[src/rtl/jt49_noise_seq.sv]
// jt49_noise_seq: queued {period, mask, hold} player driving the PSG noise path.
// Recirculating playback is built only when JT49_NOISE_SEQ_LOOP_EN is defined.
module jt49_noise_seq #(
   parameter int unsigned DEPTH = 4,
   parameter int unsigned HW    = 8
) (
   input  logic          clk,
   input  logic          rst,
   input  logic          cen,
   input  logic          wr,
   input  logic [4:0]    wr_period,
   input  logic [2:0]    wr_mask,
   input  logic [HW-1:0] wr_hold,
   input  logic          start,
   input  logic          stop,
   input  logic          loop,
   output logic          full,
   output logic          empty,
   output logic          busy,
   output logic [4:0]    period,
   output logic [2:0]    mask,
   output logic          done
);
   localparam int unsigned AW = $clog2(DEPTH);
   localparam int unsigned CW = AW + 1;

   typedef enum logic [1:0] { IDLE, LOAD, HOLD, FINISH } state_t;

   state_t        state_q;
   logic [4:0]    per_mem [DEPTH];
   logic [2:0]    msk_mem [DEPTH];
   logic [HW-1:0] hld_mem [DEPTH];
   logic [AW-1:0] wr_ptr_q, wr_ptr_d;
   logic [AW-1:0] rd_ptr_q, rd_ptr_d;
   logic [CW-1:0] count_q, count_d;
   logic [HW-1:0] hold_q;
   logic [4:0]    period_q;
   logic [2:0]    mask_q;
   logic          done_q;
   logic          full_w, empty_w, pop_w, push_w, recirc_w;
   logic [4:0]    din_per;
   logic [2:0]    din_msk;
   logic [HW-1:0] din_hld;

`ifdef JT49_NOISE_SEQ_LOOP_EN
   // While looping the queue belongs to playback: each LOAD writes its head back to the tail.
   assign recirc_w = (state_q == LOAD) && loop;
   assign full_w   = (count_q == CW'(DEPTH)) || ((state_q != IDLE) && loop);
`else
   logic unused_loop;
   assign unused_loop = loop;
   assign recirc_w    = 1'b0;
   assign full_w      = (count_q == CW'(DEPTH));
`endif

   always_comb begin
      empty_w  = (count_q == '0);
      pop_w    = (state_q == LOAD);
      push_w   = (wr && !full_w && !stop) || recirc_w;
      din_per  = recirc_w ? per_mem[rd_ptr_q] : wr_period;
      din_msk  = recirc_w ? msk_mem[rd_ptr_q] : wr_mask;
      din_hld  = recirc_w ? hld_mem[rd_ptr_q] : wr_hold;
      wr_ptr_d = push_w ? wr_ptr_q + AW'(1) : wr_ptr_q;
      rd_ptr_d = pop_w  ? rd_ptr_q + AW'(1) : rd_ptr_q;
      count_d  = count_q + CW'(push_w) - CW'(pop_w);
   end

   always_ff @(posedge clk) begin
      if (push_w) begin
         per_mem[wr_ptr_q] <= din_per;
         msk_mem[wr_ptr_q] <= din_msk;
         hld_mem[wr_ptr_q] <= din_hld;
      end
   end

   always_ff @(posedge clk) begin
      if (rst) begin
         state_q  <= IDLE;
         wr_ptr_q <= '0;
         rd_ptr_q <= '0;
         count_q  <= '0;
         hold_q   <= '0;
         period_q <= '0;
         mask_q   <= '0;
         done_q   <= 1'b0;
      end else if (stop) begin
         // period is left alone: the noise LFSR keeps running on the last value
         state_q  <= IDLE;
         wr_ptr_q <= '0;
         rd_ptr_q <= '0;
         count_q  <= '0;
         mask_q   <= '0;
         done_q   <= 1'b0;
      end else begin
         wr_ptr_q <= wr_ptr_d;
         rd_ptr_q <= rd_ptr_d;
         count_q  <= count_d;
         done_q   <= 1'b0;
         case (state_q)
            IDLE: if (start && !empty_w) state_q <= LOAD;
            LOAD: begin
               period_q <= per_mem[rd_ptr_q];
               mask_q   <= msk_mem[rd_ptr_q];
               hold_q   <= hld_mem[rd_ptr_q];
               state_q  <= HOLD;
            end
            HOLD: if (cen) begin
               if (hold_q != '0) begin
                  hold_q <= hold_q - HW'(1);
               end else if (!empty_w) begin
                  state_q <= LOAD;
               end else begin
                  state_q <= FINISH;
                  mask_q  <= '0;
                  done_q  <= 1'b1;
               end
            end
            FINISH: state_q <= IDLE;
            default: state_q <= IDLE;
         endcase
      end
   end

   assign full   = full_w;
   assign empty  = empty_w;
   assign busy   = (state_q != IDLE);
   assign period = period_q;
   assign mask   = mask_q;
   assign done   = done_q;

endmodule

[config.mk]
export PLATFORM = sky130hd
export DESIGN_NAME = jt49_noise_seq
export DESIGN_NICKNAME = d
export VERILOG_FILES = /design/src/rtl/jt49_noise_seq.sv
export SDC_FILE = /design/constraint.sdc
export NUM_CORES = 1
export LEC_CHECK = 0
export ABC_AREA = 1
export CORE_UTILIZATION = 30
export CTS_BUF_LIST = sky130_fd_sc_hd__clkbuf_8
export CTS_CLUSTER_DIAMETER = 30
export DETAILED_ROUTE_END_ITERATION = 16
export GPL_TIMING_DRIVEN = 1
export PLACE_DENSITY = 0.47
export SLEW_MARGIN = 20
export SYNTH_ARGS = -nofsm -noshare
export SYNTH_HDL_FRONTEND = slang
export SYNTH_SLANG_ARGS = --single-unit
[constraint.sdc]
create_clock -name clk -period 2.5 [get_ports clk]
set_clock_uncertainty 0.05 [all_clocks]
set_input_delay 0.25 -clock clk [delete_from_list [all_inputs] [get_ports clk]]
set_output_delay 0.25 -clock clk [all_outputs]
set_load 0.005 [all_outputs]
==> run summary <==
Input and output buffers added on the ports amount to 33. The first routing iteration left 96 violations. The repair_antennas step left the layout with diodes totalling 0.

The per-instance average area after synthesis came out at 9.81 sq um. The largest single stage delay on the critical path is 400 ps. Counting flops with an async set or reset pin after synthesis yields a share of 0%. The maximum VDD drop is 0.000221 V.

Yosys attributes the largest share of cell area to sky130_fd_sc_hd__edfxtp_1, sky130_fd_sc_hd__dfxtp_1, sky130_fd_sc_hd__nand2_1, sky130_fd_sc_hd__nor2_1, sky130_fd_sc_hd__inv_1. The logs give 2740 ps for the required time of the critical path and 37.3% for the final core utilization. The first global-routing pass estimated 12.7 mm of wire. Counting the buffers created by CTS gives 9. For this design, the sink count on the clock tree is 92. In the final routed layout, each cell accounts on average for 13.1 um.

STA classifies the critical path endpoint as a flop. The number of enable flip-flop cells after synthesis was 64; the relative contribution of combinational cells to total power was 4.6%. The classification of the worst setup path was flop to flop. The first TritonRoute pass finished after 5 iterations. The number of top-level design ports is 35. For the final routed wirelength across all metal layers, the log shows 8.05 mm. The clock period could shrink to 2230 ps. The placed standard-cell area came out at 4470 sq um.

Count of max-cap constraint violations: 0. In this run the power density over the cells is 643 nW/um^2. The biggest area contributor in the post-synthesis netlist is sky130_fd_sc_hd__edfxtp_1. After floorplanning, the core was divided into 41 placement rows.

After clock tree synthesis, the setup repair step added 0 buffers. Number of buffers inserted for hold repair after clock tree synthesis: 0. The most common cell in the synthesized netlist is sky130_fd_sc_hd__nand2_1.

The finished cells cover 4720 sq um. The detail route stage leaves a number of antenna-violating nets equal to 0. The worst-case hold path end point is mask[0]. The startpoint type of the worst setup path is a flop. In this run, placement finished with an instance count of 600. Dividing the final minimum period by the clock period gives 89.4%. After clock tree synthesis, the repair step resized 0 gates. The synthesized instance count was 399. Dividing the detail-routed via count by the number of cells gives 4.35.

Setup violations remaining at the end of the flow were counted as 0. The register-to-register setup slack was 270 ps. After the last flow step, the layout net total stands at 471. The library cell used as clock root buffer is sky130_fd_sc_hd__clkbuf_8.

The share of the synthesized area in the top cell type is 49.1%. The die span in y was 116 um; the starting density of the core was 30.9%. The distinct cell type count of the synthesized netlist was 27; the cell-internal power was 0.00241 W.

The number of global-route vias before repair is 2421. TritonCTS built the clock tree. After synthesis the cells add up to 3920 sq um. The run gives 5.32 mm as the detailed placer's ending HPWL. The number of pins with negative max-slew slack in the final report was 0. The total number of yosys warnings was 0. The layout has 1290 filler cells. Setup repair after global routing left no endpoint under its margin.

Summed over all nets, the switching power comes to 0.000625 W. The path type of the worst min-delay path is flop to flop. Global routing used 12.9% of the available tracks. The post-route worst setup slack was 265 ps. The later pin in the worst-skew pair is clocked with a latency of 360 ps.

For the worst setup path, the data arrival time is 2470 ps. Of the total power, the clock network draws 40.8%. The congestion estimate from routability-driven global placement came to 0.769. Buffer levels on the longest clock path: 2.

Clock-pin slew was measured on the worst setup and hold paths at 90 ps. Of all nets on the critical path, the largest fanout is 3. The worst-case reg-to-reg path depth was 12. Counting every net in the synthesized netlist gives 431. The logs give 53.2% for the worst slew margin relative to its limit and 63.4% for the sequential-to-total area share from yosys stat. In this run the standard cell core region covers 12700 sq um.

The run gives 1.85 nW as the leakage component of the power. The tools report the H-tree depth reported by CTS as 3. Setup total negative slack on the finished layout was measured at 0 ps. Slew at the pin with the worst max-slew slack: 702 ps. The hold-critical path depth works out to 2. Walking the worst path, the cells encountered are nor2_1, nand2_1, nand2_1, nor2_1, inv_1, ha_1, inv_1, ha_1, inv_1, fa_1, or2_2, a21oi_1. For the routed via count, the log shows 2681. The most common cell type on the critical path was sky130_fd_sc_hd__inv_1. After synthesis, the most frequently instantiated cells are sky130_fd_sc_hd__nand2_1, sky130_fd_sc_hd__edfxtp_1, sky130_fd_sc_hd__nor2_1, sky130_fd_sc_hd__inv_1.

The synthesized flop and latch total was 92; the maximum frequency from static timing analysis was 0.447 GHz. OpenSTA, run right after detailed placement, puts the worst setup slack at 124 ps. Pin count of the biggest net entering global routing: 23. The count of final hold-check violations came out at 0. Among all stages on the critical path, the largest delay is contributed by sky130_fd_sc_hd__dfxtp_1.

The most used flip-flop cell after synthesis is sky130_fd_sc_hd__edfxtp_1. The number of standard cells in the final layout excluding fillers was 616. The flow ran to the end, and the final reports show no timing, DRC or antenna violations. In this run the horizontal extent of the chip is 116 um.

The worst hold path begins at mask[0]. The area added between synthesis and finish works out to 20.6%. The tools report the endpoint of the most critical register-to-register path as count_q[2].

Global routing finished with a remaining overflow of 0. The proportion of power drawn by flip-flops and latches was 54.6%. In the routed design, unresolved DRC markers number 0. The number of antenna violations at the first check in global routing is 0, and the sum of buffers and inverters on the critical path is 3. Of the cells placed in the final design, the portion with a size suffix greater than 1 is 9.01%.

Net switching is 20.6% of the power. The die covers 13500 sq um. Category of cells accounting for the largest share of critical-path delay: adder cells.

The startpoint of the worst-slack reg-to-reg timing path was count_q[1].
==> stage by stage <==
step	hold WS [ps]	total power (W)
final	442	0.00304
after global routing	460	0.00316
after CTS	427	0.00308
after detailed placement	431	0.00184
after global placement	422	0.00183
after floorplan	299	0.00176
==> cells by family after synthesis <==
kind of cell	Yosys count	synth area share, %
adders and majority gates	9	3.07
xor gates and xnor gates	3	0.671
buffers and inverters	64	6.46
and+or+nand+nor	173	18.3
AOI/OAI and AO/OA	58	8.05
DFF	92	63.4
==> power by group through the flow <==
stage / sequential [W] / clock (W) / combinational, W
after detailed placement: 0.00169 / 0 / 0.000141
final: 0.00166 / 0.00124 / 0.000139
after global placement: 0.00169 / 0 / 0.000139
after CTS: 0.00166 / 0.00128 / 0.000142
after floorplan: 0.00169 / 0 / 0.0000654
after global routing: 0.00166 / 0.00134 / 0.000157
==> layout by cell type (no fill, tap or decap), types with 10 or more instances in the layout <==
| cell type | netlist | final |
|---|---|---|
| sky130_fd_sc_hd__a21oi_1 | 17 | 17 |
| sky130_fd_sc_hd__clkbuf_8 | 0 | 10 |
| sky130_fd_sc_hd__clkdlybuf4s50_1 | 0 | 33 |
| sky130_fd_sc_hd__dfxtp_1 | 28 | 28 |
| sky130_fd_sc_hd__edfxtp_1 | 64 | 64 |
| sky130_fd_sc_hd__inv_1 | 49 | 49 |
| sky130_fd_sc_hd__nand2_1 | 80 | 80 |
| sky130_fd_sc_hd__nand3_1 | 24 | 24 |
| sky130_fd_sc_hd__nor2_1 | 53 | 53 |
| sky130_fd_sc_hd__o21ai_0 | 28 | 28 |
==> sequential cells by signal, summed over array words and instances, names as in the netlist, named ones only <==
| name | count |
|---|---|
| period | 5 |
| per_mem | 20 |
| hld_mem | 32 |
| msk_mem | 12 |
| hold_q | 8 |
| rd_ptr_q | 2 |
| wr_ptr_q | 2 |
| mask | 3 |
| state_q | 2 |
| count_q | 3 |
| done | 1 |
==> final cells by class <==
class                   count  area, sq um  share of cell area (%)
well taps                 172          215                    4.56
clock inverters             6          116                    2.46
flip-flops and latches     92         2480                    52.6
inverters                  51          191                    4.06
repair buffers             42          398                    8.43
multi-input cells         243         1180                    25.0
clock buffers              10          138                    2.92
==> worst min-delay path: stages (launching register included) <==
cell                      delay [ps]
sky130_fd_sc_hd__dfxtp_1         330
sky130_fd_sc_hd__nand2_1          70
sky130_fd_sc_hd__a21oi_1          50
==> how the worst max path moves through the flow <==
stage | startpoint | to | slack [ps] | cells after the start
after floorplan | count_q[1] | count_q[2] | 360 | 12
after global placement | wr | count_q[2] | 150 | 11
after detailed placement | wr | count_q[2] | 120 | 11
after CTS | count_q[1] | count_q[2] | 250 | 12
after global routing | count_q[1] | count_q[2] | 30 | 12
final | count_q[1] | count_q[2] | 270 | 12
==> layer usage <==
layer	part of all wire, %	vias up	global-route usage [%]
met5	0	-	0
met4	1.6	0	5.64
met3	3.6	10	2.80
met2	44	47	19.8
met1	50	1235	17.4
li1	-	1389	-
Power figures use the tool's default switching activity.
